**src/rtl/seq_divider4_if.sv**
```systemverilog
// Start/done handshake and operand/result bus for seq_divider4.
// master = requester side, slave = divider side.
interface seq_divider4_if #(
  parameter int WIDTH = 4
);
  logic             start;
  logic [WIDTH-1:0] dividend;
  logic [WIDTH-1:0] divisor;
  logic [WIDTH-1:0] quotient;
  logic [WIDTH-1:0] remainder;
  logic             busy;
  logic             done;
  logic             div_by_zero;

  modport master (
    output start, dividend, divisor,
    input  quotient, remainder, busy, done, div_by_zero
  );

  modport slave (
    input  start, dividend, divisor,
    output quotient, remainder, busy, done, div_by_zero
  );
endinterface

```
**src/rtl/seq_divider4.sv**
```systemverilog
// Multi-cycle unsigned non-restoring divider, one quotient bit per clock.
// Optional macro DIV_FASTPATH_EN: divisor==1 skips the iteration phase.
//
// state | meaning
// IDLE  | waiting for start; results held
// CALC  | one shift + add/sub iteration per edge
// FIX   | remainder correction, result load (also divide-by-zero / fast path)
// DONE  | done pulse, then back to IDLE
module seq_divider4 #(
  parameter int WIDTH = 4
) (
  input logic          clk,
  input logic          rst,
  seq_divider4_if.slave bus
);

  localparam int CW = $clog2(WIDTH) + 1;

`ifdef DIV_FASTPATH_EN
  localparam bit FAST_EN = 1'b1;
`else
  localparam bit FAST_EN = 1'b0;
`endif

  typedef enum logic [1:0] {IDLE, CALC, FIX, DONE} state_t;

  state_t           state, state_n;
  logic [WIDTH-1:0] d_reg, d_n;
  logic [WIDTH-1:0] q_reg, q_n;
  logic [WIDTH:0]   r_reg, r_n;
  logic [CW-1:0]    cnt, cnt_n;
  logic [WIDTH-1:0] quot_reg, quot_n;
  logic [WIDTH-1:0] rem_reg, rem_n;
  logic             busy_reg, busy_n;
  logic             done_reg, done_n;
  logic             dbz_reg, dbz_n;

  logic             sub_sel;
  logic [WIDTH:0]   r_shift, addend, r_step, r_fix;

  // Non-negative partial remainder subtracts (~D + 1), negative one adds D.
  always_comb begin
    sub_sel = ~r_reg[WIDTH];
    r_shift = {r_reg[WIDTH-1:0], q_reg[WIDTH-1]};
    addend  = sub_sel ? ~{1'b0, d_reg} : {1'b0, d_reg};
    r_step  = r_shift + addend + {{WIDTH{1'b0}}, sub_sel};
    r_fix   = r_reg[WIDTH] ? (r_reg + {1'b0, d_reg}) : r_reg;
  end

  always_ff @(posedge clk) begin
    if (rst) begin
      state    <= IDLE;
      d_reg    <= '0;
      q_reg    <= '0;
      r_reg    <= '0;
      cnt      <= '0;
      quot_reg <= '0;
      rem_reg  <= '0;
      busy_reg <= 1'b0;
      done_reg <= 1'b0;
      dbz_reg  <= 1'b0;
    end else begin
      state    <= state_n;
      d_reg    <= d_n;
      q_reg    <= q_n;
      r_reg    <= r_n;
      cnt      <= cnt_n;
      quot_reg <= quot_n;
      rem_reg  <= rem_n;
      busy_reg <= busy_n;
      done_reg <= done_n;
      dbz_reg  <= dbz_n;
    end
  end

  always_comb begin
    state_n = state;
    d_n     = d_reg;
    q_n     = q_reg;
    r_n     = r_reg;
    cnt_n   = cnt;
    quot_n  = quot_reg;
    rem_n   = rem_reg;
    busy_n  = busy_reg;
    done_n  = done_reg;
    dbz_n   = dbz_reg;

    unique case (state)
      IDLE: begin
        if (bus.start) begin
          d_n    = bus.divisor;
          q_n    = bus.dividend;
          r_n    = '0;
          cnt_n  = '0;
          busy_n = 1'b1;
          dbz_n  = 1'b0;
          // Special divisors go straight to FIX so their results land one edge later.
          if (bus.divisor == '0 || (FAST_EN && bus.divisor == WIDTH'(1)))
            state_n = FIX;
          else
            state_n = CALC;
        end
      end
      CALC: begin
        r_n   = r_step;
        q_n   = {q_reg[WIDTH-2:0], ~r_step[WIDTH]};
        cnt_n = cnt + CW'(1);
        if (cnt == CW'(WIDTH - 1))
          state_n = FIX;
      end
      FIX: begin
        done_n  = 1'b1;
        state_n = DONE;
        if (d_reg == '0) begin
          quot_n = '1;
          rem_n  = q_reg;
          dbz_n  = 1'b1;
        end else if (FAST_EN && d_reg == WIDTH'(1)) begin
          quot_n = q_reg;
          rem_n  = '0;
        end else begin
          r_n    = r_fix;
          quot_n = q_reg;
          rem_n  = r_fix[WIDTH-1:0];
        end
      end
      DONE: begin
        done_n  = 1'b0;
        busy_n  = 1'b0;
        state_n = IDLE;
      end
      default: state_n = IDLE;
    endcase
  end

  assign bus.quotient    = quot_reg;
  assign bus.remainder   = rem_reg;
  assign bus.busy        = busy_reg;
  assign bus.done        = done_reg;
  assign bus.div_by_zero = dbz_reg;

endmodule
```
**src/flat_wrapper.sv**
```systemverilog
// flat-port wrapper written by rule: the top's interface ports become plain ports
module seq_divider4_flat 
#(
  parameter int WIDTH = 4
)
  (clk, rst, bus_start, bus_dividend, bus_divisor, bus_quotient, bus_remainder, bus_busy, bus_done, bus_div_by_zero);
  seq_divider4_if #(.WIDTH(WIDTH)) bus_i ();
  input logic clk;
  input logic rst;
  input wire logic [$bits(bus_i.start)-1:0] bus_start;
  input wire logic [$bits(bus_i.dividend)-1:0] bus_dividend;
  input wire logic [$bits(bus_i.divisor)-1:0] bus_divisor;
  output wire logic [$bits(bus_i.quotient)-1:0] bus_quotient;
  output wire logic [$bits(bus_i.remainder)-1:0] bus_remainder;
  output wire logic [$bits(bus_i.busy)-1:0] bus_busy;
  output wire logic [$bits(bus_i.done)-1:0] bus_done;
  output wire logic [$bits(bus_i.div_by_zero)-1:0] bus_div_by_zero;
  assign bus_i.start = bus_start;
  assign bus_i.dividend = bus_dividend;
  assign bus_i.divisor = bus_divisor;
  assign bus_quotient = bus_i.quotient;
  assign bus_remainder = bus_i.remainder;
  assign bus_busy = bus_i.busy;
  assign bus_done = bus_i.done;
  assign bus_div_by_zero = bus_i.div_by_zero;
  seq_divider4 #(.WIDTH(WIDTH)) u_core (.clk(clk), .rst(rst), .bus(bus_i));
endmodule
```
**config.mk**
```make
export PLATFORM = sky130hd
export DESIGN_NAME = seq_divider4_flat
export DESIGN_NICKNAME = d
export VERILOG_FILES = /design/src/rtl/seq_divider4_if.sv /design/src/rtl/seq_divider4.sv /design/src/flat_wrapper.sv
export SDC_FILE = /design/constraint.sdc
export NUM_CORES = 1
export LEC_CHECK = 0
export BUFFER_PORTS_ARGS = -buffer_cell sky130_fd_sc_hd__buf_2
export CORE_MARGIN = 3
export CORE_UTILIZATION = 57
export DETAILED_ROUTE_END_ITERATION = 8
export PLACE_DENSITY = 0.82
export SYNTH_ARGS = -nofsm -noshare
export SYNTH_HDL_FRONTEND = slang
export SYNTH_SLANG_ARGS = --single-unit
```
**constraint.sdc**
```tcl
create_clock -name clk -period 2.2 [get_ports clk]
set_clock_uncertainty 0.05 [all_clocks]
set_input_delay 0 -clock clk [delete_from_list [all_inputs] [get_ports clk]]
set_output_delay 0 -clock clk [all_outputs]
set_load 0.05 [all_outputs]
```
==> After elaboration in Yosys (flattened, before gate mapping) <==
Index checks and enable logic that the tools add are counted.
{ "totals": {"in_bits": 11, "elab_cells": 60, "out_inout_bits": 11, "register_bits": 29} }
{ "op_classes": {"muxes": 21, "eq_ne": 8, "addsub": 4, "n_reduce_logical": 14, "bitwise": 3} }
{ "ops": {"columns": ["cell", "count"], "rows": [
  ["5-bit 2-to-1 mux", 4],
  ["5-bit one-hot mux with 3 select lines", 1],
  ["4-bit 2-to-1 mux", 3],
  ["4-bit zero test", 2],
  ["2-bit one-hot mux with 4 select lines", 1],
  ["4-bit one-hot mux with 2 select lines", 1],
  ["2-bit AND reduction", 4],
  ["2-bit nonzero test", 4],
  ["2-bit 2-to-1 mux", 3],
  ["1-bit one-hot mux with 2 select lines", 3],
  ["3-bit one-hot mux with 2 select lines", 1],
  ["3-bit AND reduction", 2],
  ["5-bit by 1-bit adder with 5-bit output", 1],
  ["5-bit by 4-bit adder with 5-bit output", 1],
  ["5-bit adder", 1],
  ["4-bit NOT with 5-bit output", 1],
  ["2-bit equality test, second input constant", 2],
  ["2-bit by 1-bit != test with 1-bit output, second input constant", 2],
  ["2-bit != test, second input constant", 2],
  ["3-bit by 1-bit adder with 3-bit output, second input constant", 1],
  ["3-bit by 2-bit equality test with 1-bit output, second input constant", 1],
  ["1-bit 2-to-1 mux", 3],
  ["3-bit 2-to-1 mux", 1],
  ["3-bit nonzero test", 1],
  ["other kinds (3)", 4]
]} }

==> Depth between registers and ports, before layout <==
Gate-level depths: netlist of the first run.
{ "depth": {"ltp_word": 6, "ltp_mapped": 9, "ltp_nobuf": 8} }

==> Least setup slack after synthesis of the first run <==
Ideal clock, no wire load.
{ "synth_timing": {"kind": "reg-to-reg", "start": "register u_core.r_reg[4]", "end": "register u_core.r_reg[4]", "t_required_ns": 2.034, "path_stages_with_launch": 10, "path_slack_ns": 0.226, "synth_period_minus_slack_ns": 1.974, "setup_time_ns": 0.116, "arrival_ns": 1.808, "path_buffers": 1, "path_cell_list": "dfxtp_1 -> buf_2 -> xnor2_1 -> inv_1 -> fa_1 -> inv_1 -> a21o_1 -> a21oi_1 -> xnor2_1 -> a41o_1"} }
{ "synth_between": {"elab_chain_len": 4, "word_cells_on_any_way": 8, "classes_between": "add/sub: 3; mux: 4; bitwise: 1"} }
{ "synth_rtl": {"columns": ["element", "line_no", "source"], "rows": [
  ["from (decl)", "seq_divider4.sv:30", "logic [WIDTH:0] r_reg, r_n;"],
  ["from (signal assigned)", "seq_divider4.sv:66", "r_reg <= r_n;"],
  ["5-bit 2-to-1 mux or 5-bit by 4-bit adder with 5-bit output (tied branches)", "seq_divider4.sv:45, seq_divider4.sv:47", null],
  ["5-bit adder or 5-bit 2-to-1 mux (tied branches)", "seq_divider4.sv:46, seq_divider4.sv:47", null],
  ["5-bit by 1-bit adder with 5-bit output or 5-bit 2-to-1 mux (tied branches)", "seq_divider4.sv:46, seq_divider4.sv:114", null],
  ["5-bit one-hot mux with 3 select lines *", "seq_divider4.sv:88", "unique case (state)"]
]} }
Every way passes the cells marked *; elsewhere a longest branch is shown, timed or not. The select of a mux whose other input is x is not followed.
A chain may end at the register's enable or synchronous reset.

==> Worst setup path in the final report of the first run <==
{ "layout_timing": {"start": "register u_core.d_reg[1]", "end": "register u_core.q_reg[0]"} }
{ "layout_between": {"elab_chain_len": 6} }
{ "layout_rtl": {"columns": ["element", "line_no", "source"], "rows": [
  ["from (decl)", "seq_divider4.sv:28", "logic [WIDTH-1:0] d_reg, d_n;"],
  ["from (signal assigned)", "seq_divider4.sv:64", "d_reg <= d_n;"],
  ["4-bit NOT with 5-bit output", "seq_divider4.sv:45", "addend = sub_sel ? ~{1'b0, d_reg} : {1'b0, d_reg};"],
  ["5-bit 2-to-1 mux *", "seq_divider4.sv:45", null],
  ["5-bit adder *", "seq_divider4.sv:46", "r_step = r_shift + addend + {{WIDTH{1'b0}}, sub_sel};"],
  ["5-bit by 1-bit adder with 5-bit output *", "seq_divider4.sv:46", null],
  ["1-bit NOT *", "seq_divider4.sv:106", "q_n = {q_reg[WIDTH-2:0], ~r_step[WIDTH]};"],
  ["4-bit one-hot mux with 2 select lines *", "seq_divider4.sv:88", null],
  ["to (signal assigned)", "seq_divider4.sv:65", "q_reg <= q_n;"],
  ["to (decl)", "seq_divider4.sv:29", "logic [WIDTH-1:0] q_reg, q_n;"]
]} }
Every way passes the cells marked *; elsewhere a longest branch is shown, timed or not.

==> summary.log, run 1 <==
qor: clocking.cts_post_setup_buffers_inserted 0
qor: setup_path.critPathCaptureType flip-flop
qor: sta.slew_hr 63.4%
qor: clocking.clock_tree.buffer_depth 2
qor: yosys.synth_edf_count 0
qor: power.power_leakage 0.876 nW
qor: sta.finalMaxSlewViolations 0
qor: final_layout.post-route-util 72.9%
qor: die.row_count 19
qor: sta.max_clock_freq 0.497 GHz
qor: power.peak_ir_drop_on_the_vdd_network 0.876 mV
qor: final_layout.final_layout_size_suffix_gt1_share 16.9%
qor: setup_path.worst_setup_path_start_kind flip-flop
qor: clocking.tritoncts done
qor: route.drt-vias-per-instance 5.84
qor: setup_path.critical_path.slowest_cell sky130_fd_sc_hd__dfxtp_1
qor: route.firstDrtPassIters 5
qor: global_route.grt_usage 23.3%
qor: die.die_x 61.2 um
qor: clocking.cts.repair.resized 0
qor: setup_path.critPathLaunch u_core.d_reg[1]
qor: route.drt_iter0_drc 112
qor: yosys.yosysWarningCount 0
qor: place.hpwl 2810 um
qor: worst_hold_path.min_path_type primary input to flip-flop
qor: global_route.maximum_number_of_pins_on_one_net_before_global_route_repair 31
qor: yosys.synth-seq-cells 29
qor: route.wl_per_cell 14.4 um
qor: sta.rsz_0062_raised_after_global_routing false
qor: global_route.wire_length_of_the_first_global_routing_pass 6440 um
qor: setup_path.cp_data_required_time 2.37 ns
qor: global_route.grt_pass1_vias 1463
qor: setup_path.setup.worst_path.class flip-flop to flip-flop
qor: yosys.syn_avg_cell_area 8.44 um2
qor: clocking.worst_skew_pair.late_latency 0.33 ns
qor: setup_path.timing.critical_path.fanout_max 5
qor: die.floorplan.core_area 2830 um2
qor: final_layout.layout_common_cells sky130_fd_sc_hd__dfxtp_1, sky130_fd_sc_hd__nor2_1, sky130_fd_sc_hd__buf_2
qor: yosys.synth_sequential_area_ratio 33.4%
qor: place.finalWeightedCongestion 0.896
qor: final_layout.area_growth_syn_to_layout 18.7%
qor: power.power-per-cell-area 1280 nW/um2
qor: final_layout.multi_input_comb_area 1050 um2
qor: yosys.syn-num-nets 233
qor: setup_path.critical_path_arrival 2.18 ns
qor: route.drc 0
qor: setup_path.critPathMaxStageDelay 0.47 ns
qor: sta.final_period_minus_worst_setup_slack 2.01 ns
qor: die.dieArea 3750 um2
qor: yosys.syn-cell-area 1740 um2
qor: route.dr_total_vias 1601
qor: status.result_of_the_run finished clean
qor: route.antenna_violating_nets_post_route 0
qor: run.maxCapViolCount 0
qor: final_layout.n_antenna_cell 0
qor: yosys.synthFlopType sky130_fd_sc_hd__dfxtp_1
qor: final_layout.fill_cells 205
qor: clocking.numClockSinks 29
qor: sta.final.period_utilization 91.5%
qor: place.port_buffers 21
qor: yosys.syn_inst 206
qor: setup_path.crit_buf_inv 2
qor: yosys.yosysUniqueCellTypes 47
qor: worst_hold_path.hold_path.startpoint bus_dividend[0]
qor: sta.setup_viol_count_final 0
qor: sta.timing_hold_violations_final 0
qor: final_layout.max_reg_flops 5
qor: die.floorplan.die.height 61.2 um
qor: global_route.antenna_violations_before_repair 0
qor: route.totalWireLength 3940 um
qor: yosys.asyncSetResetFlopFracSynth 0%
qor: clocking.cts.root.buffer_cell sky130_fd_sc_hd__clkbuf_4
qor: final_layout.mostFrequentLayoutCell sky130_fd_sc_hd__dfxtp_1
qor: final_layout.finish.net_count 269
qor: clocking.cts_made_buffers 5
qor: sta.max_slew.worst_pin.slew 0.549 ns
qor: setup_path.rr_startpoint u_core.d_reg[1]
qor: die.pin_count 22
qor: clocking.htree_num_levels 2
qor: sta.setup-tns-final 0 ns
qor: clocking.clk_pin_slew_worst_paths 0.09 ns
qor: die.initial_utilization 61.4%
qor: setup_path.sequence_of_cells_on_the_critical_path xnor2_1, inv_1, fa_1, inv_1, a21o_1, a21oi_1, xnor2_1, o41ai_1
qor: final_layout.regArea 581 um2
qor: setup_path.critPathTopFamily compound AO/OA/AOI/OAI gates
qor: global_route.global_route.overflow_total 0
## cell type report
class	count	share of cell area [%]
sequential	29	28.1
multi-input combinational	153	51.1
clock buffer	7	3.15
tap	31	1.88
timing repair buffer	39	13.0
clock inverter	1	0.243
inverter	14	2.55
## per-stage QoR
stage | instance area [um2] | total power [mW] | hold slack, ns | worst slack (ns) | instances
detailed placement | 1880 | 2.24 | 0.222 | 0.237 | 255
global placement | 1880 | 2.22 | 0.224 | 0.242 | 255
CTS | 2060 | 2.65 | 0.0767 | 0.215 | 274
floorplan | 1740 | 1.90 | 0.0975 | 0.226 | 206
global route | 2060 | 2.84 | 0.106 | 0.0610 | 274
finish | 2060 | 2.65 | 0.0804 | 0.188 | 274
## logic make-up (layout without fill, tap and decap cells)
group / count (synthesis) / after routing / share of synthesized area (%)
buf+inv: 24 / 61 / 5.98
simple gates: 67 / 67 / 18.4
compound gates: 54 / 54 / 21.3
fa+ha+maj: 16 / 16 / 12.4
mux: 6 / 6 / 3.46
flops: 29 / 29 / 33.4
xor+xnor: 10 / 10 / 5.04
## metal layers
layer / GRT usage (%) / part of all wire [%]
met1: 29.2 / 43
met2: 39.9 / 52
met3: 5.03 / 4.8
met4: 7.12 / 0.66
met5: 0 / 0
## path summary, 6_finish.rpt
check             cells past startpoint         endpoint  slack [ns]
hold reg to reg                       1  u_core.bus.done        0.41
setup / recovery                      8  u_core.q_reg[0]        0.19
setup reg to reg                      8  u_core.q_reg[0]        0.19
hold / removal                        4  u_core.q_reg[0]        0.08
## synth_stat cells, types with 2 or more instances
| library cell | count | area, um2 |
|---|---|---|
| sky130_fd_sc_hd__a211oi_1 | 10 | 75.1 |
| sky130_fd_sc_hd__a21o_1 | 3 | 22.5 |
| sky130_fd_sc_hd__a21oi_1 | 19 | 95.1 |
| sky130_fd_sc_hd__buf_1 | 2 | 7.51 |
| sky130_fd_sc_hd__buf_2 | 2 | 10.0 |
| sky130_fd_sc_hd__clkbuf_1 | 4 | 15.0 |
| sky130_fd_sc_hd__dfxtp_1 | 29 | 581 |
| sky130_fd_sc_hd__fa_1 | 2 | 40.0 |
| sky130_fd_sc_hd__ha_1 | 14 | 175 |
| sky130_fd_sc_hd__inv_1 | 14 | 52.6 |
| sky130_fd_sc_hd__mux2i_1 | 6 | 60.1 |
| sky130_fd_sc_hd__nand2_1 | 16 | 60.1 |
| sky130_fd_sc_hd__nand2b_1 | 2 | 12.5 |
| sky130_fd_sc_hd__nand3_1 | 8 | 40.0 |
| sky130_fd_sc_hd__nor2_1 | 27 | 101 |
| sky130_fd_sc_hd__nor2b_1 | 3 | 18.8 |
| sky130_fd_sc_hd__nor3_1 | 2 | 10.0 |
| sky130_fd_sc_hd__o211ai_1 | 2 | 15.0 |
| sky130_fd_sc_hd__o21ai_0 | 3 | 15.0 |
| sky130_fd_sc_hd__o22ai_1 | 2 | 12.5 |
| sky130_fd_sc_hd__or2b_1 | 2 | 15.0 |
| sky130_fd_sc_hd__xnor2_1 | 9 | 78.8 |
## worst register-to-register path: cells and delay by family, from the launching register on
kind            cells  cell delay, ns
xor+xnor            2            0.34
compound gates      3            0.48
fa+ha+maj           1            0.42
buf+inv             2            0.16
flops               1            0.47
## where the power goes
| part | switching [mW] | internal, mW |
|---|---|---|
| registers | 0.120 | 0.671 |
| logic | 0.939 | 0.552 |
| clock network | 0.181 | 0.185 |
## timing repair
item                                    CTS  global route
endpoints found under the setup margin    0             0
hold buffers                             11             0
endpoints found under the hold margin     8             0
Power figures use the tool's default switching activity.
==> run 2: changes to the inputs <==
--- a/config.mk
+++ b/config.mk
@@ -6,6 +6,7 @@
 export NUM_CORES = 1
 export LEC_CHECK = 0
 export BUFFER_PORTS_ARGS = -buffer_cell sky130_fd_sc_hd__buf_2
+export CORE_ASPECT_RATIO = 0.75
 export CORE_MARGIN = 3
 export CORE_UTILIZATION = 57
 export DETAILED_ROUTE_END_ITERATION = 8
==> run 2 against run 1 <==
  * Clock-buffer cell count shrank 1
  * Register-to-register slack worse by 0.06 ns
  * Power up 1.5%
  * Core utilization increased by 0.39 points
  * Critical path depth decreased by 1
  * Via count rose by 0.81%
  * Critical path type unchanged
==> summary.log, run 2 (same netlist as run 1, synthesis figures left out) <==
qor: status.result_of_the_run finished clean
qor: sta.timing_hold_violations_final 0 [unchanged]
qor: run.maxCapViolCount 0 [unchanged]
qor: sta.setup_viol_count_final 0 [unchanged]
qor: setup_path.worst_setup_path_start_kind flip-flop
qor: route.wl_per_cell 15.4 um [+7.1%]
qor: global_route.wire_length_of_the_first_global_routing_pass 6820 um [+5.9%]
qor: sta.setup-tns-final 0 ns [unchanged]
qor: clocking.clock_tree.buffer_depth 2 [unchanged]
qor: clocking.cts_post_setup_buffers_inserted 0 [unchanged]
qor: global_route.grt_usage 24.0% [+0.70 points]
qor: sta.whs 0.00392 ns [-0.0764 ns]
qor: clocking.cts.root.buffer_cell sky130_fd_sc_hd__clkbuf_8
qor: route.wl_met1 1860 um [+10%]
qor: route.met3_wirelength 273 um [+46%]
qor: final_layout.layout_common_cells sky130_fd_sc_hd__dfxtp_1, sky130_fd_sc_hd__nor2_1, sky130_fd_sc_hd__buf_2
qor: final_layout.mostFrequentLayoutCell sky130_fd_sc_hd__dfxtp_1
qor: global_route.global_route.overflow_total 0 [unchanged]
qor: final_layout.max_reg_flops 5 [unchanged]
qor: final_layout.regArea 582 um2 [+0.22%]
qor: clocking.worst_skew_pair.late_latency 0.29 ns [-0.04 ns]
qor: clocking.numClockSinks 29 [unchanged]
qor: setup_path.critical_path.slowest_cell sky130_fd_sc_hd__dfxtp_1
qor: clocking.htree_num_levels 2 [unchanged]
qor: global_route.antenna_violations_before_repair 0 [unchanged]
qor: setup_path.reg2regPathDepth 7 [-1]
qor: route.antenna_violating_nets_post_route 0 [unchanged]
qor: setup_path.rr_startpoint u_core.d_reg[0]
qor: final_layout.area_growth_syn_to_layout 16.6%
qor: place.port_buffers 21 [unchanged]
qor: setup_path.sequence_of_cells_on_the_critical_path ha_1, inv_1, fa_1, xnor2_1, mux2i_1, o22ai_1, a22o_1
qor: global_route.maximum_number_of_pins_on_one_net_before_global_route_repair 31 [unchanged]
qor: route.dr_total_vias 1614 [+0.81%]
qor: worst_hold_path.count_of_cells_along_the_worst_hold_path 3 [-1]
qor: setup_path.crit_buf_inv 1 [-1]
qor: die.pin_count 22 [unchanged]
qor: power.power-per-cell-area 1330 nW/um2 [+3.4%]
qor: route.totalWireLength 4200 um [+6.8%]
qor: final_layout.multi_input_comb_area 1050 um2 [unchanged]
qor: sta.max_slew.worst_pin.slew 0.541 ns [-0.00728 ns]
qor: setup_path.critPathMaxStageDelay 0.50 ns [+0.03 ns]
qor: place.hpwl 3090 um [+10%]
qor: setup_path.setup.worst_path.class flip-flop to flip-flop
qor: die.dieArea 3750 um2 [+0.19%]
qor: sta.final_period_minus_worst_setup_slack 2.07 ns [+0.0625 ns]
qor: worst_hold_path.min_path_type primary input to flip-flop
qor: clocking.cts_made_buffers 5 [unchanged]
qor: die.floorplan.core_area 2760 um2 [-2.3%]
qor: route.drt_iter0_drc 79 [-29%]
qor: final_layout.fill_cells 218 [+6.3%]
qor: worst_hold_path.hold_path.startpoint bus_dividend[3]
qor: sta.final.period_utilization 94.3% [+2.8 points]
qor: sta.finalMaxSlewViolations 0 [unchanged]
qor: power.peak_ir_drop_on_the_vdd_network 0.845 mV [-3.6%]
qor: final_layout.finish.net_count 263 [-2.2%]
qor: setup_path.critPathTopFamily adder cells
qor: setup_path.reg_to_reg_end u_core.r_reg[2]
qor: setup_path.reg2reg_setup_slack 0.13 ns [-0.06 ns]
qor: die.floorplan.die.height 53.8 um [-12%]
qor: route.wl_met2 1930 um [-5.1%]
qor: route.drc 0 [unchanged]
qor: clocking.clk_pin_slew_worst_paths 0.07 ns [-0.02 ns]
qor: place.finalWeightedCongestion 0.904 [+0.90%]
qor: sta.max_clock_freq 0.482 GHz [-3.0%]
qor: route.top_signal_layer_used met4
qor: die.die_x 69.8 um [+14%]
qor: setup_path.critPathLaunch u_core.d_reg[0]
qor: die.initial_utilization 62.9% [+1.5 points]
qor: sta.rsz_0062_raised_after_global_routing false
qor: die.row_count 16 [-3]
qor: final_layout.final_layout_size_suffix_gt1_share 16.9% [about the same]
qor: setup_path.timing.critical_path.fanout_max 6 [+1]
qor: worst_hold_path.timing.hold.worst_endpoint u_core.q_reg[3]
qor: route.drt-vias-per-instance 5.91 [+1.2%]
qor: final_layout.n_antenna_cell 0 [unchanged]
qor: setup_path.critPathCaptureType flip-flop
qor: setup_path.critical_path_arrival 2.20 ns [+0.02 ns]
qor: clocking.tritoncts done
qor: route.firstDrtPassIters 4 [-1]
qor: global_route.grt_pass1_vias 1476 [+0.89%]
qor: power.power_leakage 0.858 nW [-2.0%]
qor: sta.slew_hr 63.9% [+0.49 points]
qor: setup_path.cp_data_required_time 2.33 ns [-0.04 ns]
-- run 2: worst max path at each step --
stage,end,slack (ns),cells past startpoint
after global routing,u_core.bus.remainder[2],0.02,8
after detailed placement,u_core.r_reg[4],0.15,8
after CTS,u_core.q_reg[0],0.13,8
after global placement,u_core.bus.remainder[2],0.20,8
after floorplan,u_core.r_reg[4],0.23,9
final,u_core.r_reg[2],0.13,7
-- run 2: where the power goes --
group          internal [mW]  switching, mW  total (mW)
Combinational          0.530          0.948        1.48
Sequential             0.673          0.119       0.792
Clock                  0.218          0.199       0.417
Total                   1.42           1.27        2.69
-- run 2: cell type report --
class	count	share of cell area [%]
flip-flops and latches	29	28.7
multi-input cells	153	52.0
repair buffers	33	10.4
clock buffers	6	3.58
inverters	14	2.59
clock inverters	2	0.494
well taps	36	2.22
-- run 2: per-stage QoR --
step	std cells	setup slack [ns]	power, mW	area [um2]	utilization, %
6_report	273	0.125	2.69	2030	73.3
3_3_place_gp	259	0.199	2.17	1880	68.1
5_1_grt	273	0.0205	2.86	2030	73.3
4_1_cts	273	0.133	2.68	2020	73.3
2_1_floorplan	206	0.226	1.90	1740	-
3_5_place_dp	259	0.147	2.23	1880	68.1
-- run 2: tightest hold or removal path, stage by stage --
cell and delay [ns]:
sky130_fd_sc_hd__buf_2 0.09, sky130_fd_sc_hd__mux2i_1 0.12, sky130_fd_sc_hd__a211oi_1 0.08
-- run 2: what timing repair did --
| item | CTS | global route |
|---|---|---|
| endpoints found under the setup margin | 0 | 2 |
| resized for setup | 0 | 1 |
| endpoints found under the hold margin | 4 | 0 |
| hold buffers | 6 | 0 |
-- run 2: routing by layer --
| metal | track usage, % | up-vias |
|---|---|---|
| li1 | - | 784 |
| met1 | 27.7 | 746 |
| met4 | 15.0 | 0 |
| met3 | 8.21 | 15 |
| met5 | 0 | - |
| met2 | 39.3 | 69 |
